### src/rtl/reorder_buffer_pkg.sv
// Reorder buffer configuration and entry type encodings shared by the core.
package reorder_buffer_pkg;

  // Index width of the reorder buffer; depth is 2**ROB_SIZE_BIT.
  localparam int unsigned ROB_SIZE_BIT_DFLT = 3;

  // Kind of instruction held in a reorder buffer entry.
  typedef enum logic [1:0] {
    ROB_REG    = 2'd0,
    ROB_STORE  = 2'd1,
    ROB_BRANCH = 2'd2,
    ROB_EXIT   = 2'd3
  } rob_type_e;

  // Entry kinds that produce a destination register value (branches write the link).
  function automatic logic writes_rd(input rob_type_e t);
    return (t == ROB_REG) || (t == ROB_BRANCH);
  endfunction

  // Refetch address after a mispredicted branch.
  function automatic logic [31:0] redirect_pc(input logic        jump,
                                              input logic [31:0] target,
                                              input logic [31:0] pc);
    return jump ? target : pc + 32'd4;
  endfunction

endpackage

### src/rtl/reorder_buffer.sv
// Circular in-order reorder buffer: allocates one entry per cycle from the
// decoder, collects CDB results, and retires the head entry in order into the
// register file, the load/store buffer and the branch-recovery path.
module reorder_buffer
  import reorder_buffer_pkg::*;
#(
  parameter int unsigned ROB_SIZE_BIT = ROB_SIZE_BIT_DFLT
) (
  input  logic                    clk_in,
  input  logic                    rst_in,
  input  logic                    rdy_in,
  // allocation from the decoder
  input  logic                    issue_valid,
  input  logic [1:0]              issue_type,
  input  logic [4:0]              issue_rd,
  input  logic [31:0]             issue_pc,
  input  logic                    issue_pred_jump,
  input  logic                    issue_ready,
  input  logic [31:0]             issue_val,
  output logic                    rob_full,
  output logic [ROB_SIZE_BIT-1:0] rob_tail,
  // common data bus
  input  logic                    wb_valid,
  input  logic [ROB_SIZE_BIT-1:0] wb_rob_id,
  input  logic [31:0]             wb_val,
  input  logic                    wb_jump,
  input  logic [31:0]             wb_addr,
  // operand lookups
  input  logic [ROB_SIZE_BIT-1:0] qry1_id,
  output logic                    qry1_ready,
  output logic [31:0]             qry1_val,
  input  logic [ROB_SIZE_BIT-1:0] qry2_id,
  output logic                    qry2_ready,
  output logic [31:0]             qry2_val,
  // register file rename
  output logic                    is_update_dep,
  output logic [4:0]              update_dep_id,
  output logic [ROB_SIZE_BIT-1:0] update_dep,
  // register file commit
  output logic                    is_update_val,
  output logic [4:0]              update_val_id,
  output logic [ROB_SIZE_BIT-1:0] update_val_dep,
  output logic [31:0]             update_val,
  // store release
  output logic                    store_commit,
  output logic [ROB_SIZE_BIT-1:0] store_rob_id,
  // mispredict recovery and halt
  output logic                    rob_clear,
  output logic [31:0]             clear_pc,
  output logic                    halt
);

  localparam int unsigned ROB_SIZE = 1 << ROB_SIZE_BIT;

  typedef logic [ROB_SIZE_BIT-1:0] rob_id_t;
  typedef logic [ROB_SIZE_BIT:0]   rob_cnt_t;

  localparam rob_cnt_t COUNT_FULL = {1'b1, {ROB_SIZE_BIT{1'b0}}};

  // Ring pointers and occupancy; count tells full from empty when head == tail.
  rob_id_t  head_q;
  rob_id_t  tail_q;
  rob_cnt_t count_q;

  // Per-entry status bits (reset) and payload (not reset).
  logic [ROB_SIZE-1:0] busy_q;
  logic [ROB_SIZE-1:0] ready_q;
  rob_type_e           type_q [ROB_SIZE];
  logic [4:0]          rd_q   [ROB_SIZE];
  logic [31:0]         pc_q   [ROB_SIZE];
  logic [31:0]         val_q  [ROB_SIZE];
  logic [31:0]         addr_q [ROB_SIZE];
  logic [ROB_SIZE-1:0] pred_q;
  logic [ROB_SIZE-1:0] jump_q;

  logic      alloc;
  logic      wb_write;
  logic      commit;
  rob_type_e head_type;
  logic      head_mispredict;

  // Allocation is refused while full, while a flush is in flight and after halt.
  assign alloc = rdy_in && issue_valid && !rob_full && !rob_clear && !halt;

  // A CDB result is only recorded for a live entry; a flush discards it.
  assign wb_write = rdy_in && !rob_clear && wb_valid && busy_q[wb_rob_id];

  // Retire uses the registered ready bit, so a same-cycle writeback to the
  // head waits one edge.
  assign commit = rdy_in && !rob_clear && !halt && (count_q != '0) && ready_q[head_q];

  assign head_type       = type_q[head_q];
  assign head_mispredict = (head_type == ROB_BRANCH) && (jump_q[head_q] != pred_q[head_q]);

  assign rob_full = (count_q == COUNT_FULL);
  assign rob_tail = tail_q;

  // Rename goes straight to the register file, which latches it at this edge.
  assign is_update_dep = alloc && writes_rd(rob_type_e'(issue_type));
  assign update_dep_id = issue_rd;
  assign update_dep    = tail_q;

  // Operand lookups forward a same-cycle CDB result ahead of stored data; the
  // bus value is not yet in the entry, so the forward is not gated by rdy_in.
  logic qry1_hit;
  logic qry2_hit;
  assign qry1_hit   = wb_valid && (wb_rob_id == qry1_id);
  assign qry2_hit   = wb_valid && (wb_rob_id == qry2_id);
  assign qry1_ready = ready_q[qry1_id] || qry1_hit;
  assign qry2_ready = ready_q[qry2_id] || qry2_hit;
  assign qry1_val   = qry1_hit ? wb_val : val_q[qry1_id];
  assign qry2_val   = qry2_hit ? wb_val : val_q[qry2_id];

  // Entry payload: written on allocation and on CDB writeback.
  // NOTE: payload arrays carry no reset; busy/ready gate every use of them,
  // so resetting them would only cost reset fan-out.
  always_ff @(posedge clk_in) begin
    if (wb_write) begin
      val_q[wb_rob_id]  <= wb_val;
      jump_q[wb_rob_id] <= wb_jump;
      addr_q[wb_rob_id] <= wb_addr;
    end
    if (alloc) begin
      type_q[tail_q] <= rob_type_e'(issue_type);
      rd_q[tail_q]   <= issue_rd;
      pc_q[tail_q]   <= issue_pc;
      pred_q[tail_q] <= issue_pred_jump;
      val_q[tail_q]  <= issue_val;
      // A branch resolved at issue never flags a mispredict by itself.
      jump_q[tail_q] <= issue_pred_jump;
      addr_q[tail_q] <= '0;
    end
  end

  // Ring control, entry status bits and the registered retirement outputs.
  // NOTE: sequential state uses non-blocking assignments only, so every read
  // in this block sees the pre-edge value and statement order does not matter
  // except where a later assignment deliberately overrides an earlier default.
  always_ff @(posedge clk_in) begin
    if (rst_in) begin
      head_q         <= '0;
      tail_q         <= '0;
      count_q        <= '0;
      busy_q         <= '0;
      ready_q        <= '0;
      halt           <= 1'b0;
      rob_clear      <= 1'b0;
      is_update_val  <= 1'b0;
      store_commit   <= 1'b0;
      update_val_id  <= '0;
      update_val_dep <= '0;
      update_val     <= '0;
      store_rob_id   <= '0;
      clear_pc       <= '0;
    end else if (rdy_in) begin
      is_update_val <= 1'b0;
      store_commit  <= 1'b0;
      rob_clear     <= 1'b0;
      if (rob_clear) begin
        // Flush: every younger entry is squashed and the ring restarts at 0.
        head_q  <= '0;
        tail_q  <= '0;
        count_q <= '0;
        busy_q  <= '0;
        ready_q <= '0;
      end else begin
        if (wb_write) begin
          ready_q[wb_rob_id] <= 1'b1;
        end

        if (commit) begin
          busy_q[head_q]  <= 1'b0;
          ready_q[head_q] <= 1'b0;
          head_q          <= head_q + rob_id_t'(1);
          case (head_type)
            ROB_REG: begin
              is_update_val  <= 1'b1;
              update_val_id  <= rd_q[head_q];
              update_val_dep <= head_q;
              update_val     <= val_q[head_q];
            end
            ROB_STORE: begin
              store_commit <= 1'b1;
              store_rob_id <= head_q;
            end
            ROB_BRANCH: begin
              is_update_val  <= 1'b1;
              update_val_id  <= rd_q[head_q];
              update_val_dep <= head_q;
              update_val     <= val_q[head_q];
              if (head_mispredict) begin
                rob_clear <= 1'b1;
                clear_pc  <= redirect_pc(jump_q[head_q], addr_q[head_q], pc_q[head_q]);
              end
            end
            ROB_EXIT: begin
              halt <= 1'b1;
            end
          endcase
        end

        if (alloc) begin
          busy_q[tail_q]  <= 1'b1;
          ready_q[tail_q] <= issue_ready;
          tail_q          <= tail_q + rob_id_t'(1);
        end

        if (alloc && !commit) begin
          count_q <= count_q + rob_cnt_t'(1);
        end else if (!alloc && commit) begin
          count_q <= count_q - rob_cnt_t'(1);
        end
      end
    end
  end

endmodule

### config.mk
export PLATFORM = sky130hd
export DESIGN_NAME = reorder_buffer
export DESIGN_NICKNAME = d
export VERILOG_FILES = /design/src/rtl/reorder_buffer_pkg.sv /design/src/rtl/reorder_buffer.sv
export SDC_FILE = /design/constraint.sdc
export NUM_CORES = 2
export LEC_CHECK = 0
export CAP_MARGIN = 20
export CELL_PAD_IN_SITES_DETAIL_PLACEMENT = 2
export CELL_PAD_IN_SITES_GLOBAL_PLACEMENT = 2
export CORE_MARGIN = 3
export CORE_UTILIZATION = 44
export CTS_CLUSTER_SIZE = 8
export DETAILED_ROUTE_END_ITERATION = 16
export PLACE_DENSITY = 0.95
export SLEW_MARGIN = 5
export SYNTH_ARGS = -nofsm -noshare
export SYNTH_HDL_FRONTEND = slang
export SYNTH_SLANG_ARGS = --single-unit
### constraint.sdc
create_clock -name clk_in -period 8.3 [get_ports clk_in]
set_input_delay 1.66 -clock clk_in [delete_from_list [all_inputs] [get_ports clk_in]]
set_output_delay 1.66 -clock clk_in [all_outputs]
set_load 0.02 [all_outputs]
# Word level (Yosys, flattened, before mapping)

Memories as Yosys holds them, arrays and structs flattened. A register that Yosys moved wholly into a read port is not among the register bits.
Cells that the tools add are included.

Bits of input ports: 152
Register bits: 84
Word-level logic and storage cells: 157
Memories kept: 5
Output and inout bits: 158
Bits in writable memories: 824

Eq/ne operators: 8
Reductions and logical operators: 41
Add/subtract/negate cells: 5
Bitwise logic cells: 6
Mux-type cells: 70
Order comparisons: 8

Memories:

| name   | words | width | read ports | clocked after Yosys merged registers in | write ports | line                 | source |
|---|---|---|---|---|---|---|---|
| addr_q | 8     | 32    | 1          | 1                                       | 2           | reorder_buffer.sv:72 | `logic [31:0] addr_q [ROB_SIZE];` |
| pc_q   | 8     | 32    | 1          | 1                                       | 1           | reorder_buffer.sv:70 | `logic [31:0] pc_q [ROB_SIZE];` |
| val_q  | 8     | 32    | 3          | 1                                       | 2           | reorder_buffer.sv:71 | `logic [31:0] val_q [ROB_SIZE];` |
| rd_q   | 8     | 5     | 1          | 1                                       | 1           | reorder_buffer.sv:69 | `logic [4:0] rd_q [ROB_SIZE];` |
| type_q | 8     | 2     | 1          | 1                                       | 1           | reorder_buffer.sv:68 | `rob_type_e type_q [ROB_SIZE];` |

Operator list:

| operator                                                              | number |
|---|---|
| 8-bit two-way mux                                                     | 18 |
| 32-bit two-way mux                                                    | 3 |
| 32-bit by 3-bit adder with 32-bit output, second input constant       | 1 |
| 8-bit bitwise mux                                                     | 4 |
| 3-bit two-way mux                                                     | 10 |
| 1-bit two-way mux                                                     | 23 |
| 3-bit by 4-bit < comparator with 1-bit output, second input constant  | 5 |
| 1-bit logical AND                                                     | 19 |
| 1-bit binary-select mux with 3-bit select                             | 6 |
| 8-bit AND                                                             | 2 |
| 8-bit OR                                                              | 2 |
| 4-bit two-way mux                                                     | 3 |
| 4-bit AND reduction                                                   | 3 |
| 1-bit demux with 3-bit select                                         | 3 |
| 3-bit by 1-bit >= comparator with 1-bit output, second input constant | 3 |
| 8-bit inverter                                                        | 1 |
| 3-bit by 1-bit adder with 3-bit output, second input constant         | 2 |
| 2-bit equality test, second input constant                            | 3 |
| 3-bit equality test                                                   | 2 |
| 2-bit AND reduction                                                   | 3 |
| 1-bit logical NOT                                                     | 5 |
| 5-bit AND reduction                                                   | 1 |
| 4-bit by 1-bit adder with 4-bit output, second input constant         | 1 |
| 4-bit equality test, second input constant                            | 1 |
| 10 further kinds                                                      | 14 |

# Logic depth before layout (Yosys ltp)

Depth after elaboration: 17
Mapped depth: 14
Depth with buffers taken out: 11

# Least setup slack after synthesis

No wires, ideal clock.

Path kind: input-to-output
Start: input qry1_id[0]
End: output qry1_val[10]
Slack: 2984 ps
Buffers on the path: 3
Data required time: 6640 ps
Stages: 6
Data arrival time: 3656 ps
Cell sequence: clkbuf_1 > buf_1 > buf_1 > mux4_2 > mux2i_1 > a21oi_1

Longest elaborated chain between the ends: 3
Elaborated cells between the ends (all ways): 4
Those cells by class: eq/ne (1); mux (1); reduce/logical (1); memory (1)

RTL lines:

| element                                                   | line                  | source |
|---|---|---|
| start: declaration                                        | reorder_buffer.sv:29  | `input logic [ROB_SIZE_BIT-1:0] qry1_id,` |
| branches (longest 2 deep; another with memory 8 x 32 bit) | --                    |  |
| 32-bit two-way mux (*)                                    | reorder_buffer.sv:111 | `assign qry1_val = qry1_hit ? wb_val : val_q[qry1_id];` |
| end: declaration                                          | reorder_buffer.sv:31  | `output logic [31:0] qry1_val,` |

Mark *: on every way between the ends.

# Final worst setup path

Start: input qry1_id[1]
End: output qry1_val[30]

Same word-level chain as after synthesis.

==> metrics.txt <==
Worst Setup Start Kind input pin; CTS tree built; Netlist Area Pre-Place 45300 um2; crit-path max FO 36; Synth top area share 38.18%; syn avg cell area 12.10 um2; number of gates resized after cts 0; Slew HR 20.10%; Design Area, Final 53300 um2; placed inst area 49230 um2; Die Ht 326.9 um; Clock Path Buffers 3; Nets 4063; gr ovfl total 0; post-synthesis cell count 3743; number of synthesized flops with an enable pin 576; largest net degree at the start of global routing 116; Max Cap Violations 0; # DRC 0; Worst VDD drop 0.0002715 V; row cnt 117; final period utilization 80.09%; Hold Buf Count CTS 0; layout cells sized above 1 15.25%; most common cell after layout, fill and taps aside nand2_1; GR Util All Layers 39.35%; setup violators final 0; Vias/cell 6.955; first-pass GRT wire length 306400 um; critical path class in -> out; outcome finished, final reports clean; post-DP HPWL 118200 um; Fmax achieved 0.1504 GHz; cts bufs inserted 137; synth warn 0; setup TNS 0 ns; drt wl/cell 39.78 um; final WL 213600 um; Iter 0 DRT Violations 5403; Async SR Flop Fraction 0%; FF+latch count, synth 948; DR vias 37356; element type at the critical path end output pin; fin. max-slew vios 0; number of I/O pins 310; area of the die 106800 um2; minimum clock period 6.647 ns; Clock Sinks 948; post-synth top area cell edfxtp_1; Synth Net Count 3901; chip width 326.9 um; CP arrival 4.99 ns; Hold Vio Cnt, Final 0; Area Overhead vs Synth 17.66%; Root Buffer clkbuf_16; cell count of the worst reg-to-reg path 8; Max Clock Skew 0.04126 ns; Synth area leaders edfxtp_1 (38%), dfxtp_1 (16%), mux4_2 (12%), mux2i_1 (7.4%), nand2_1 (6.4%); Post-CTS Setup Bufs 0; post-synthesis sequential area ratio 54.63%; pwr dens 225.7 nW/um2; Clk pin slew, worst setup/hold paths 0.05 ns; clk_lat worst skew 0.78 ns; first-pass detailed-route iteration total 6; antenna viol nets, final 0; ys flop type edfxtp_1; Netlist cell types 70; port bufs 309; worst-margin pin slew 1.199 ns; Core ar. 102000 um2; initial antenna violation count 18; htree depth 4; Leak Pwr 19.27 nW; commonest non-fill, non-tap cells in the layout nand2_1 (770), edfxtp_1 (576), dfxtp_1 (369); Initial Util 44.39%; RSZ-0062 raised after global routing no; min-delay worst type reg -> reg; vias in the first global route 41706; Worst Hold Depth 2; Final GP Congestion 0.8577; Crit path required time 6.64 ns
==> layout make-up <==
type / count / area [um2]
Antenna cell: 17 / 42.54
Sequential cell: 948 / 24760
Timing Repair Buffer: 383 / 3701
Inverter: 22 / 115.1
Tap cell: 1368 / 1712
Clock inverter: 14 / 237.7
Clock buffer: 206 / 3730
Multi-Input combinational cell: 2413 / 19000
Fill cell: 9546 / 48740
==> report_power, final <==
part	internal, W	switching, W
Clock	0.00313	0.00235
Sequential	0.00512	0.000110
Combinational	0.000487	0.000840
Total	0.00873	0.00330
==> Yosys cell counts, drive strengths merged (4+ instances only) <==
master / instances
dfxtp: 372
or3: 6
a22oi: 5
o211ai: 14
a21oi: 161
mux2: 76
nor2: 351
inv: 19
xor2: 17
a21o: 6
mux4: 268
mux2i: 336
a2111oi: 4
o22ai: 4
nand4: 6
nand3b: 7
o21ai: 13
a311oi: 40
xnor2: 17
a21boi: 6
ha: 5
a211oi: 19
nor2b: 11
nor3b: 5
nor3: 13
and2: 4
a221oi: 77
and3: 5
clkbuf: 281
edfxtp: 576
nand3: 16
nor4: 14
a311o: 9
nand2: 778
buf: 79
or4: 6
or2: 8
o21bai: 7
a22o: 75
==> logic make-up (layout without fill, tap and decap cells) <==
family	Yosys count	after routing	share of synthesized area, %
buf+inv	382	625	3.643
flops	948	948	54.63
compound gates	451	451	7.118
mux	680	680	22.80
xor+xnor	34	34	0.6574
other cells	0	17	0
fa+ha+maj	6	6	0.1823
simple gates	1242	1242	10.97
==> sequential cells by signal (all words and copies together), names as in the netlist, 4 cells and up, named ones only <==
signal	cells
addr_q	256
busy_q	8
clear_pc	32
count_q	4
jump_q	8
pc_q	256
pred_q	8
rd_q	40
ready_q	8
type_q	16
update_val	32
update_val_id	5
val_q	256
==> critical path: stages <==
cell	delay, ns
buf_2	0.88
buf_4	0.47
mux4_2	0.37
mux2i_1	0.78
a21oi_1	0.18
clkdlybuf4s50_1	0.60
==> final timing paths <==
kind / start / end / slack, ns
worst max-delay path: qry1_id[1] / qry1_val[30] / 1.65
worst min register to register: addr_q[3][1] / addr_q[3][1] / 0.46
worst min-delay path: addr_q[3][1] / addr_q[3][1] / 0.46
worst max register to register: flip-flop / clear_pc[19] / 3.20
==> layer usage <==
| layer | GRT usage (%) | routed length (um) | vias to the layer above |
|---|---|---|---|
| met5 | 0 | 80 | - |
| met4 | 24.50 | 13670 | 12 |
| met3 | 10.04 | 20560 | 964 |
| met1 | 44.49 | 73990 | 19167 |
| met2 | 66.64 | 105300 | 3033 |
| li1 | - | - | 14180 |
==> stage by stage <==
stage                     utilization, %  setup WS (ns)  total power (W)  cells  hold slack (ns)
after detailed placement           48.25          2.045         0.006529   5131           0.4534
after global placement             48.23          2.247         0.006404   5130           0.4384
after CTS                          52.14          1.942          0.01199   5351           0.4680
final                              52.23          1.653          0.01203   5371           0.4649
after floorplan                        -          2.984         0.005968   3743           0.4331
after global routing               52.21          1.697          0.01228   5361           0.4861
Note: power is estimated with default switching activity, not from simulation.
